===== src/rtl/mem_port_arbiter_pkg.sv =====
// Shared types, widths and parameter-range helpers for the SRAM port arbiter.
package mem_port_arbiter_pkg;

   localparam int unsigned ADDR_W   = 32;
   localparam int unsigned DATA_W   = 32;
   localparam int unsigned WEN_W    = 4;
   localparam int unsigned LAT_W    = 2;
   localparam int unsigned STARVE_W = 4;
   localparam int unsigned PERF_W   = 32;

   localparam int unsigned SRAM_LAT_MIN   = 1;
   localparam int unsigned SRAM_LAT_MAX   = 3;
   localparam int unsigned STARVE_MAX_MIN = 1;
   localparam int unsigned STARVE_MAX_LIM = 15;

   typedef enum logic {
      ST_IDLE = 1'b0,
      ST_WAIT = 1'b1
   } arb_state_e;

   typedef enum logic {
      OWN_INST = 1'b0,
      OWN_DATA = 1'b1
   } arb_owner_e;

   typedef struct packed {
      logic [ADDR_W-1:0] addr;
      logic [WEN_W-1:0]  wen;
      logic [DATA_W-1:0] wdata;
   } sram_cmd_t;

   function automatic logic params_legal(input int unsigned sram_lat, input int unsigned starve_max);
      return (sram_lat >= SRAM_LAT_MIN) && (sram_lat <= SRAM_LAT_MAX) &&
             (starve_max >= STARVE_MAX_MIN) && (starve_max <= STARVE_MAX_LIM);
   endfunction

endpackage


===== src/rtl/mem_port_arbiter_perf_counters.sv =====
// Grant/conflict event counters for the SRAM port arbiter; present only when ARB_PERF_CNT_EN is defined.
`ifdef ARB_PERF_CNT_EN
module arb_perf_counters
   import mem_port_arbiter_pkg::*;
(
   input  logic              clk,
   input  logic              reset,
   input  logic              inst_gnt_i,
   input  logic              data_gnt_i,
   input  logic              conflict_i,
   output logic [PERF_W-1:0] perf_inst_grants_o,
   output logic [PERF_W-1:0] perf_data_grants_o,
   output logic [PERF_W-1:0] perf_conflicts_o
);

   logic [PERF_W-1:0] inst_q, data_q, confl_q;

   // Free-running wrapping counters.
   always_ff @(posedge clk) begin
      if (reset) begin
         inst_q  <= '0;
         data_q  <= '0;
         confl_q <= '0;
      end else begin
         if (inst_gnt_i) inst_q  <= inst_q + PERF_W'(1);
         if (data_gnt_i) data_q  <= data_q + PERF_W'(1);
         if (conflict_i) confl_q <= confl_q + PERF_W'(1);
      end
   end

   assign perf_inst_grants_o = inst_q;
   assign perf_data_grants_o = data_q;
   assign perf_conflicts_o   = confl_q;

endmodule
`endif


===== src/rtl/mem_port_arbiter.sv =====
// Arbitrates one single-port SRAM between instruction fetch and data access, one transaction in flight.
// Optional ARB_PERF_CNT_EN adds grant/conflict performance counter outputs.
module mem_port_arbiter
   import mem_port_arbiter_pkg::*;
#(
   parameter int unsigned SRAM_LAT   = 1,
   parameter int unsigned STARVE_MAX = 4
) (
   input  logic              clk,
   input  logic              reset,
   input  logic              flush,
   input  logic              inst_req,
   input  logic [ADDR_W-1:0] inst_addr,
   output logic              inst_addr_ok,
   output logic              inst_data_ok,
   output logic [DATA_W-1:0] inst_rdata,
   input  logic              data_req,
   input  logic [WEN_W-1:0]  data_wen,
   input  logic [ADDR_W-1:0] data_addr,
   input  logic [DATA_W-1:0] data_wdata,
   output logic              data_addr_ok,
   output logic              data_data_ok,
   output logic [DATA_W-1:0] data_rdata,
   output logic              sram_en,
   output logic [WEN_W-1:0]  sram_wen,
   output logic [ADDR_W-1:0] sram_addr,
   output logic [DATA_W-1:0] sram_wdata,
   input  logic [DATA_W-1:0] sram_rdata,
   output logic              busy
`ifdef ARB_PERF_CNT_EN
   ,
   output logic [PERF_W-1:0] perf_inst_grants,
   output logic [PERF_W-1:0] perf_data_grants,
   output logic [PERF_W-1:0] perf_conflicts
`endif
);

   if (!params_legal(SRAM_LAT, STARVE_MAX)) begin : g_param_check
      $error("mem_port_arbiter: SRAM_LAT must be 1..3 and STARVE_MAX 1..15");
   end

   arb_state_e           state_q, state_d;
   arb_owner_e           owner_q, owner_d;
   logic                 drop_q, drop_d;
   logic                 wr_q, wr_d;
   logic [LAT_W-1:0]     lat_q, lat_d;
   logic [STARVE_W-1:0]  starve_q, starve_d;

   logic      grant_ok, resp, starve_hit, inst_gnt, data_gnt;
   sram_cmd_t cmd;

   // Grant window: idle, or the response cycle of the current transaction.
   always_comb begin
      resp       = !reset && (state_q == ST_WAIT) && (lat_q == LAT_W'(1));
      grant_ok   = !reset && ((state_q == ST_IDLE) || resp);
      starve_hit = (starve_q == STARVE_W'(STARVE_MAX));
      data_gnt   = grant_ok && data_req && !(inst_req && !flush && starve_hit);
      inst_gnt   = grant_ok && inst_req && !flush && !data_gnt;
   end

   always_ff @(posedge clk) begin
      if (reset) begin
         state_q  <= ST_IDLE;
         owner_q  <= OWN_INST;
         drop_q   <= 1'b0;
         wr_q     <= 1'b0;
         lat_q    <= '0;
         starve_q <= '0;
      end else begin
         state_q  <= state_d;
         owner_q  <= owner_d;
         drop_q   <= drop_d;
         wr_q     <= wr_d;
         lat_q    <= lat_d;
         starve_q <= starve_d;
      end
   end

   always_comb begin
      state_d  = state_q;
      owner_d  = owner_q;
      drop_d   = drop_q;
      wr_d     = wr_q;
      lat_d    = lat_q;
      starve_d = starve_q;

      // Saturates so a flushed-but-requesting fetch still wins once the flush lifts.
      if (inst_gnt)
         starve_d = '0;
      else if (data_gnt && inst_req && !starve_hit)
         starve_d = starve_q + STARVE_W'(1);

      if (inst_gnt || data_gnt) begin
         state_d = ST_WAIT;
         owner_d = data_gnt ? OWN_DATA : OWN_INST;
         drop_d  = 1'b0;
         wr_d    = data_gnt && (data_wen != '0);
         lat_d   = LAT_W'(SRAM_LAT);
      end else if (state_q == ST_WAIT) begin
         if (lat_q == LAT_W'(1)) begin
            state_d = ST_IDLE;
            drop_d  = 1'b0;
            wr_d    = 1'b0;
            lat_d   = '0;
         end else begin
            lat_d = lat_q - LAT_W'(1);
            if (flush && (owner_q == OWN_INST)) drop_d = 1'b1;
         end
      end
   end

   always_comb begin
      cmd = '0;
      if (data_gnt) begin
         cmd.addr  = data_addr;
         cmd.wen   = data_wen;
         cmd.wdata = data_wdata;
      end else if (inst_gnt) begin
         cmd.addr  = inst_addr;
      end

      inst_addr_ok = inst_gnt;
      data_addr_ok = data_gnt;
      sram_en      = inst_gnt || data_gnt;
      sram_addr    = cmd.addr;
      sram_wen     = cmd.wen;
      sram_wdata   = cmd.wdata;

      // A flush landing on the response cycle itself also cancels the fetch.
      inst_data_ok = resp && (owner_q == OWN_INST) && !drop_q && !flush;
      data_data_ok = resp && (owner_q == OWN_DATA);
      inst_rdata   = inst_data_ok ? sram_rdata : '0;
      data_rdata   = (data_data_ok && !wr_q) ? sram_rdata : '0;
      busy         = !reset && (state_q == ST_WAIT);
   end

`ifdef ARB_PERF_CNT_EN
   arb_perf_counters u_perf (
      .clk                (clk),
      .reset              (reset),
      .inst_gnt_i         (inst_gnt),
      .data_gnt_i         (data_gnt),
      .conflict_i         (grant_ok && inst_req && data_req),
      .perf_inst_grants_o (perf_inst_grants),
      .perf_data_grants_o (perf_data_grants),
      .perf_conflicts_o   (perf_conflicts)
   );
`endif

endmodule


===== config.mk =====
export PLATFORM = sky130hd
export DESIGN_NAME = mem_port_arbiter
export DESIGN_NICKNAME = d
export VERILOG_FILES = /design/src/rtl/mem_port_arbiter_pkg.sv /design/src/rtl/mem_port_arbiter_perf_counters.sv /design/src/rtl/mem_port_arbiter.sv
export SDC_FILE = /design/constraint.sdc
export NUM_CORES = 1
export LEC_CHECK = 0
export ABC_AREA = 1
export BUFFER_PORTS_ARGS = -buffer_cell sky130_fd_sc_hd__buf_2
export CAP_MARGIN = 5
export CORE_AREA = 2 2 106 108
export CTS_BUF_LIST = sky130_fd_sc_hd__clkbuf_4 sky130_fd_sc_hd__clkbuf_8
export DETAILED_ROUTE_END_ITERATION = 8
export DIE_AREA = 0 0 108 110
export PLACE_DENSITY = 0.53
export SLEW_MARGIN = 5
export SYNTH_ARGS = -nofsm -noshare
export SYNTH_HDL_FRONTEND = slang
export SYNTH_HIERARCHICAL = 1
export SYNTH_SLANG_ARGS = --single-unit

===== constraint.sdc =====
create_clock -name clk -period 2.2 [get_ports clk]
set_input_delay 0.44 -clock clk [delete_from_list [all_inputs] [get_ports clk]]
set_output_delay 0.44 -clock clk [all_outputs]
set_load 0.02 [all_outputs]

==> out/qor.tcl <==
set qor(yosys_synthesis_warning_count) 6
set qor(clock_tree_from_tritoncts) {done}
set qor(grt_pass1_wl_mm) 11.2
set qor(total_power_mw) 1.15
set qor(timing.clock.skew_ps) 4.04
set qor(place_ws_ps) 148
set qor(worst-endpoint-required_ps) 1760
set qor(hold_violations) 0
set qor(cp_max_fo) 8
set qor(slowest_delay_ps) 310
set qor(power.share.switching_pct) 40.5
set qor(clock_latency_ps) 240
set qor(layout-area-overhead-vs-synth_pct) 158
set qor(comb_power_share_pct) 62.2
set qor(die-height_um) 110
set qor(crit_path_frequent_cell) {sky130_fd_sc_hd__buf_4}
set qor(synthDistinctLibCells) 21
set qor(numCtsBuffers) 3
set qor(start_kind) {flop}
set qor(yosys.cell_count.top_type) {sky130_fd_sc_hd__nand2_1}
set qor(core.rowCount) 38
set qor(reg_power_share_pct) 17.6
set qor(worst_setup_hold_path_clk_slew_ps) 50
set qor(cell_at_the_root_of_the_clock_tree) {sky130_fd_sc_hd__clkbuf_8}
set qor(first_pass_iters) 4
set qor(post_route_cells_drive_above_1_share_pct) 62.3
set qor(chipWidth_um) 108
set qor(max_slew_margin_pct) 82.1
set qor(ant_nets) 0
set qor(min-delay-start) {reset}
set qor(yosysTopAreaCell) {sky130_fd_sc_hd__nand2_1}
set qor(power.density_cell_area_nw_per_um2) 257
set qor(setup_crit_end_kind) {output pin}
set qor(fin_nets) 802
set qor(placeableCoreArea_um2) 10700
set qor(share_clk_of_total_power_pct) 20.2
set qor(io_buffer_count) 274
set qor(post-synth-top-area-fraction_pct) 25.2
set qor(crit_chain) {inv_2 -> ha_4 -> buf_4 -> nand2_2 -> nor3_4 -> nand2_4 -> clkbuf_16 -> nor2_1 -> buf_4}
set qor(rr_endpoint) {starve_q[1]}
set qor(clock-sinks) 10
set qor(r2r_start) {lat_q[1]}
set qor(final_core_utilization_pct) 41.7
set qor(hold_slack_ps) 484
set qor(hold_end) {state_q}
set qor(gpl.final_weighted_congestion) 0.772
set qor(globalRouteOverflowTotal) 0
set qor(async_sr_flop_fraction_pct) 0
set qor(first_global_vias) 2450
set qor(sequential_cell_area_um2) 204
set qor(detail_route.wl_per_cell_um) 12.2
set qor(netlist_area_um2) 1730
set qor(power.leakage_nw) 2.78
set qor(setup_violations) 0
set qor(clock_tree.buffer_depth) 2
set qor(groute.usage.overall_pct) 11.5
set qor(ys_seq_elements) 10
set qor(floorplan.io_pins) 275
set qor(detailedPlacementHpwl_mm) 6.63
set qor(cts_htree_levels) 1
set qor(whs_path_depth) 2
set qor(timing.critical_path.slowest_stage_cell) {sky130_fd_sc_hd__dfxtp_2}
set qor(multi_input_comb_area_um2) 1460
set qor(drt_first_iter_violations) 101
set qor(outcome) {complete, no violations}
set qor(avgSynthCellArea_um2) 4.61
set qor(worst_slack_ps) 51.0
set qor(drt-vias-per-instance) 3.92
set qor(final.period_utilization_pct) 97.7
set qor(total_switching_power_mw) 0.465
set qor(timing.critical_path.arrival_ps) 1710
set qor(antenna_violations_before_repair) 1
set qor(post_synth_main_area_contributors) {sky130_fd_sc_hd__nand2_1 (25%), sky130_fd_sc_hd__nor2_1 (25%), sky130_fd_sc_hd__inv_1 (19%)}
set qor(hold_fix_buffers_at_cts) 0
set qor(totalWireLength_mm) 9.79
set qor(vias) 3144
set qor(drc_errors) 0
set qor(maxCapViolCount) 0
set qor(holdCritPathClass) {in -> reg}
set qor(reg2reg_depth) 12
set qor(grt_start_max_net_pins) 37
set qor(ir_drop_mv) 0.175
set qor(synth_top_flop_cell) {sky130_fd_sc_hd__dfxtp_1}
set qor(timing_worst_slew_pin_value_ps) 268
set qor(layout.cell_area.non_filler_um2) 4460
set qor(design.die.area_um2) 11900
set qor(ys_seq_area_share_pct) 11.6
set qor(reg2reg_setup_slack_ps) 700
set qor(fin_crit_ps) 2150
set qor(postSynthCellCount) 375
set qor(netlist_top_cells_count) {sky130_fd_sc_hd__nand2_1 (116), sky130_fd_sc_hd__nor2_1 (115), sky130_fd_sc_hd__inv_1 (86), sky130_fd_sc_hd__dfxtp_1 (10), sky130_fd_sc_hd__buf_2 (9)}
set qor(cell_internal_pwr_mw) 0.683
set qor(rsz0062_at_grt) {true}
set qor(start_util_pct) 16.2
set qor(count_of_flip_flops_with_a_built_in_enable_after_synthesis) 0
set qor(critical_path_class) {reg -> out}
set qor(fmax_ghz) 0.465
set qor(syn_nets) 515
set qor(detailed_place.area_um2) 3220
set qor(layout.filler_cells) 1121
set qor(drv_slew) 0
## worst max path at each step
stage               slack, ps         from              to  depth (start not counted)
detailed placement        150        reset    sram_addr[0]                          9
global route              -40     lat_q[1]  data_rdata[17]                          9
finish                     50     lat_q[1]   data_rdata[6]                          9
floorplan                 180     lat_q[0]  data_rdata[10]                          6
global placement          150        reset   sram_addr[31]                         11
CTS                         6  starve_q[0]   sram_addr[31]                         12
## routing by layer
layer | GRT usage (%) | part of all wire, %
met1 | 12.8 | 38
met4 | 1.28 | 0.78
met3 | 2.76 | 6.9
met2 | 22.6 | 54
met5 | 0 | 0
## power groups by stage
stage	Combinational, mW	Clock (mW)	Sequential, mW
floorplan	0.277	0	0.202
global placement	0.499	0	0.203
detailed placement	0.498	0	0.203
CTS	0.536	0.241	0.200
global route	0.772	0.250	0.204
finish	0.714	0.232	0.202
## cells by family after synthesis
family          after synthesis  synth area share [%]
fa+ha+maj                     3                  2.17
buf+inv                     105                  26.6
flops                        10                  11.6
xor+xnor                      1                 0.507
compound gates                8                  2.46
simple gates                248                  56.7
## layout make-up
type	instances	area share, %
Clock buffer	4	1.23
Timing Repair inverter	1	0.365
Multi-Input combinational cell	260	32.7
Tap cell	140	3.93
Antenna cell	1	0.0561
Sequential cell	10	4.57
Timing Repair Buffer	297	49.2
Inverter	89	7.94
## state kept, by name, summed over array words and instances, names as in the netlist
name,count
starve_q,4
lat_q,2
drop_q,1
owner_q,1
state_q,1
wr_q,1
## metrics by stage
stage | std cells | setup TNS [ps]
3_3_place_gp | 779 | 0
5_1_grt | 802 | -1500
4_1_cts | 789 | 0
6_report | 802 | 0
3_5_place_dp | 779 | 0
2_1_floorplan | 375 | 0
## cells in the final DEF, fill, tap and decap left out, drive strengths merged
cell type	n
nor2	117
nor3	2
o21bai	1
nand4	4
xor2	1
o21ai	1
ha	3
dfxtp	10
nand2	120
nand3	5
inv	89
diode	1
clkinv	1
clkbuf	10
buf	291
a21oi	6
## worst max-delay path, delay by kind of cell (launching register included)
kind | cells | cell delay [ps]
adder cells (fa/ha/maj) | 1 | 130
buffers and inverters | 4 | 510
flip-flops | 1 | 310
AND/OR/NAND/NOR | 4 | 510
## timing repair
item / in CTS / in global routing
endpoints found under the setup margin: 34 / 136
hold endpoints to repair: 0 / 0
resized for setup: 29 / 272
pin swaps: 2 / 18
buffers inserted: 5 / 3
gates cloned: 1 / 9
Power figures use the tool's default switching activity.
